File: src/rtl/fetch_stage_pkg.sv
// Shared fetch-stage definitions: reset/bubble encodings, instruction memory geometry
// and the address helpers used by the PC logic.
package fetch_stage_pkg;

  localparam int          IMEM_AW    = 6;
  localparam int          WORD_SHIFT = 2;
  localparam logic [31:0] RESET_PC   = 32'h0000_0000;
  localparam logic [31:0] NOP        = 32'h0000_0000;
  localparam logic [31:0] PC_STEP    = 32'h0000_0004;

  // Implicit per-cycle behaviour of the stage; decoded combinationally, never stored.
  typedef enum logic [1:0] {
    MODE_RUN   = 2'd0,
    MODE_HOLD  = 2'd1,
    MODE_FLUSH = 2'd2
  } fetch_mode_t;

  function automatic logic [31:0] align_word(input logic [31:0] addr);
    return {addr[31:WORD_SHIFT], 2'b00};
  endfunction

  function automatic logic [IMEM_AW-1:0] word_index(input logic [31:0] addr);
    return addr[WORD_SHIFT +: IMEM_AW];
  endfunction

endpackage

File: src/rtl/fetch_stage_if_id_reg.sv
// IF/ID pipeline register: instruction, PC+4 and valid flag with
// reset > flush > load > hold priority. Flush keeps pc4 as it was.
module if_id_reg
  import fetch_stage_pkg::*;
(
  input  logic        clk,
  input  logic        rst,
  input  logic        load,
  input  logic        flush,
  input  logic [31:0] instr_in,
  input  logic [31:0] pc4_in,
  output logic [31:0] instr,
  output logic [31:0] pc4,
  output logic        valid
);

  // Pipeline register update.
  always_ff @(posedge clk) begin
    if (rst) begin
      instr <= NOP;
      pc4   <= 32'h0000_0000;
      valid <= 1'b0;
    end else if (flush) begin
      instr <= NOP;
      valid <= 1'b0;
    end else if (load) begin
      instr <= instr_in;
      pc4   <= pc4_in;
      valid <= 1'b1;
    end else begin
      instr <= instr;
      pc4   <= pc4;
      valid <= valid;
    end
  end

endmodule

File: src/rtl/fetch_stage.sv
// Instruction-fetch stage: PC register, next-PC selection, retired-fetch counter
// and the IF/ID register that latches the instruction memory output.
module fetch_stage
  import fetch_stage_pkg::*;
(
  input  logic               clk,
  input  logic               rst,
  input  logic               stall,
  input  logic               branch_taken,
  input  logic [31:0]        branch_target,
  output logic [IMEM_AW-1:0] imem_addr,
  input  logic [31:0]        imem_data,
  output logic [31:0]        pc,
  output logic [31:0]        if_id_instr,
  output logic [31:0]        if_id_pc4,
  output logic               if_id_valid,
  output logic [31:0]        fetch_count
);

  fetch_mode_t mode;
  logic [31:0] pc_plus4;
  logic [31:0] pc_next;
  logic [31:0] count_next;
  logic        load;
  logic        flush;

  assign pc_plus4  = pc + PC_STEP;
  assign imem_addr = word_index(pc);

  // Redirect outranks stall so a taken branch is never lost behind a decode hold.
  always_comb begin
    mode = MODE_RUN;
    if (branch_taken) begin
      mode = MODE_FLUSH;
    end else if (stall) begin
      mode = MODE_HOLD;
    end else begin
      mode = MODE_RUN;
    end
  end

  // Next PC, counter and IF/ID controls for the current mode.
  always_comb begin
    pc_next    = pc;
    count_next = fetch_count;
    load       = 1'b0;
    flush      = 1'b0;
    case (mode)
      MODE_RUN: begin
        pc_next    = pc_plus4;
        count_next = fetch_count + 32'd1;
        load       = 1'b1;
      end
      MODE_FLUSH: begin
        pc_next = align_word(branch_target);
        flush   = 1'b1;
      end
      MODE_HOLD: begin
        pc_next    = pc;
        count_next = fetch_count;
      end
      default: begin
        pc_next    = pc;
        count_next = fetch_count;
      end
    endcase
  end

  // PC and retired-fetch counter.
  always_ff @(posedge clk) begin
    if (rst) begin
      pc          <= RESET_PC;
      fetch_count <= 32'h0000_0000;
    end else begin
      pc          <= pc_next;
      fetch_count <= count_next;
    end
  end

  if_id_reg u_if_id_reg (
    .clk      (clk),
    .rst      (rst),
    .load     (load),
    .flush    (flush),
    .instr_in (imem_data),
    .pc4_in   (pc_plus4),
    .instr    (if_id_instr),
    .pc4      (if_id_pc4),
    .valid    (if_id_valid)
  );

endmodule

File: config.mk
export PLATFORM = sky130hd
export DESIGN_NAME = fetch_stage
export DESIGN_NICKNAME = d
export VERILOG_FILES = /design/src/rtl/fetch_stage_pkg.sv /design/src/rtl/fetch_stage_if_id_reg.sv /design/src/rtl/fetch_stage.sv
export SDC_FILE = /design/constraint.sdc
export NUM_CORES = 1
export LEC_CHECK = 0
export CORE_UTILIZATION = 46
export DETAILED_ROUTE_END_ITERATION = 10
export MAX_ROUTING_LAYER = met4
export PLACE_DENSITY = 0.88
export SYNTH_ARGS = -nofsm -noshare
export SYNTH_HDL_FRONTEND = slang
export SYNTH_SLANG_ARGS = --single-unit
File: constraint.sdc
create_clock -name clk -period 2.65 [get_ports clk]
set_input_delay 0.6625 -clock clk [delete_from_list [all_inputs] [get_ports clk]]
set_output_delay 0.6625 -clock clk [all_outputs]
set_load 0.05 [all_outputs]
==> results.md <==
* Worst slew margin at 51.5%
* Syn Area/Cell at 8.44 sq um
* Routed wire per std cell at 17.0 microns
* Maxcap violations at 0
* Drt drc at 0
* Startpoint types: flop
* Cell area after synthesis at 0.00611 sq mm
* Worst-Margin Slew at 721 ps
* Delay of the slowest cell on the worst path at 930 ps
* Crit path max fanout at 12
* Clk slew on worst S/H paths at 50 ps
* Deepest clock path buffer count at 2
* Worst setup endpoint: pc[17]
* Rows at 41
* Yosys reg bits at 125
* Slowest-stage cell, CP: clkdlybuf4s50_1
* Critical R2R Launch: pc[2]
* Vias at 6245
* Synth Flop Type: dfxtp_1
* Post-CTS Hold Buffers at 0
* Antenna Cells at 0
* GRT Util Overall at 28.3%
* Fin. max-slew vios at 0
* Die Area at 0.0137 sq mm
* CP top delay family: buffers and inverters
* Routed met3 length at 1490 microns
* TritonCTS buffer count at 17
* Tmin final at 2560 ps
* DR top layer: met4
* Type of the worst min-delay path: reg2reg
* Core Region at 0.0128 sq mm
* Overflow after GRT at 0
* Unrepaired setup endpoints after global routing: no
* Total leakage power at 3.03 nW
* Via density at 5.79
* Post-synth EDFFs at 0
* Fin nets at 965
* CTS H-Tree Depth at 4
* Largest net degree at the start of global routing at 80
* Final Hold Vio Count at 0
* Root buffer cell: clkbuf_16
* Worst-path cell chain: clkdlybuf4s50_1
* WHS at 451 ps
* Worst Skew at 7.64 ps
* WS Path Type: reg2out
* Post-Synthesis Cells at 724
* Share of cells above drive strength 1 at 7.06%
* Status: finished, final reports clean
* Synth cell types at 50
* P&R area growth vs syn at 42.7%
* Final WL at 18300 microns
* Worst Path Required at 1990 ps
* DP HPWL at 12600 microns
* Crit end category: output pin
* Initial Util at 47.8%
* CP Launch Point: pc[17]
* Clk Latency, worst-skew pair at 420 ps
* Register area share after synthesis at 41.0%
* PortBufs at 196
* Post-CTS Resized at 0
* Placed Area at 0.00820 sq mm
* Reg-to-reg critical path endpoint: u_if_id_reg.pc4[24]
* Vias in the first global route at 5892
* Initial antenna violation count at 0
* Finish-stage setup viols at 0
* Ys async rst share at 0%
* R2r worst-path depth at 6
* I/O Pins at 203
* Setup TNS at 0 ps
* Die Y at 117 microns
* Crit path buf inv count at 1
* DRT Pass-1 Iters at 6
* Highest clock rate at 391 MHz
* WP depth at 1
* TritonCTS clock tree: yes
* Initial DRC count at 550
* M1 WL at 7650 microns
* Power per Cell Area at 578 mW/mm^2
* Peak VDD IR at 0.000442 V
* Final ANT Viol Nets at 0
* Post-CTS setup repair buffer count at 0
* Clk sinks at 125
* Cell area after layout at 0.00872 sq mm
* Met2 wire length at 8700 microns
* Die X at 117 microns
* GP Congestion at 0.831
* FF-to-FF setup slack at 380 ps
* Final worst-path cycle share at 96.5%
* Synthesis warning total at 0
* CP Data Arrival Time at 1900 ps
* First-pass GRT wire length at 29000 microns
* Final core utilization at 68.3%
[logic make-up after synthesis]
family	synth area share, %
AO/OA/AOI/OAI	15.6
flip-flops	41.0
multiplexers	5.78
buffers and inverters	6.18
AND/OR/NAND/NOR	27.0
XOR/XNOR	4.01
adder cells (fa/ha/maj)	0.410
other	0.0614
[registers in the layout (all words and copies together), names as in the netlist]
name	flops
u_if_id_reg.pc4	30
u_if_id_reg.instr	32
u_if_id_reg.valid	1
fetch_count	32
pc	30
[worst min-delay path by stage]
stage                     cells past startpoint           endpoint  slack (ps)               from
final                                         2  u_if_id_reg.valid         450  u_if_id_reg.valid
after global routing                          2  u_if_id_reg.valid         490  u_if_id_reg.valid
after CTS                                     2  u_if_id_reg.valid         450  u_if_id_reg.valid
after detailed placement                      2  u_if_id_reg.valid         440  u_if_id_reg.valid
after global placement                        2  u_if_id_reg.valid         430  u_if_id_reg.valid
after floorplan                               2  u_if_id_reg.valid         660  u_if_id_reg.valid
[cell usage after synthesis, types with 4 or more instances]
cell	number	share of area, %
mux2i_1	33	5.4
and2_1	6	0.61
nor3_1	14	1.1
a2111oi_0	4	0.57
o21ai_0	22	1.8
clkbuf_1	46	2.8
xor2_1	11	1.6
inv_1	16	0.98
nor2b_1	6	0.61
nand2_1	32	2.0
or3_1	21	2.2
or4_1	22	2.7
and4_1	16	2.3
dfxtp_1	125	41
nand3b_1	4	0.49
o31ai_1	21	2.6
a211oi_1	23	2.8
buf_2	9	0.74
nor2_1	109	6.7
buf_4	10	1.2
a311oi_1	26	3.7
a21oi_1	28	2.3
nand3_1	20	1.6
xnor2_1	17	2.4
nor4_1	15	1.5
buf_1	4	0.25
and3_1	7	0.72
nand4_1	25	2.6
[per-stage QoR]
stage	total power [W]	std cells	setup WS, ps
global route	0.00521	1078	52.5
floorplan	0.00264	727	240
detailed placement	0.00298	1048	87.1
global placement	0.00297	1048	105
CTS	0.00506	1078	95.1
finish	0.00504	1078	91.7
[layer usage]
metal  vias to the layer above  global-route usage (%)
met1                      2926                    32.9
li1                       2998                       -
met3                        47                    8.81
met4                         0                    11.4
met5                         -                       -
met2                       274                    45.3
[worst register-to-register path, cell delays in order, from the launching register on]
cell and delay, ps:
dfxtp_1 500, ha_1 290, and3_1 290, nand3_1 100, buf_4 200, or4_1 480
a311oi_1 320
[report_power, final]
group | total (W) | switching, W | internal, W
Combinational | 0.000890 | 0.000547 | 0.000343
Sequential | 0.00206 | 0.0000989 | 0.00196
Clock | 0.00209 | 0.000799 | 0.00129
Total | 0.00504 | 0.00144 | 0.00359
[final cells by class]
type                            count  area [sq um]
Fill cell                         971          4050
Multi-Input combinational cell    515          3250
Sequential cell                   125          2500
Timing Repair Buffer              220          2170
Clock buffer                       21           450
Tap cell                          172           215
Clock inverter                      9          72.6
Inverter                           16          60.1
[cells in the final DEF (no fill, tap or decap), types with 22 or more instances in the layout]
cell type,count
a211oi_1,23
a21oi_1,28
or4_1,22
nand4_1,25
clkdlybuf4s50_1,194
nor2_1,108
buf_4,22
dfxtp_1,125
o21ai_0,22
a311oi_1,26
mux2i_1,33
nand2_1,32
(Power assumes the default switching activity.)
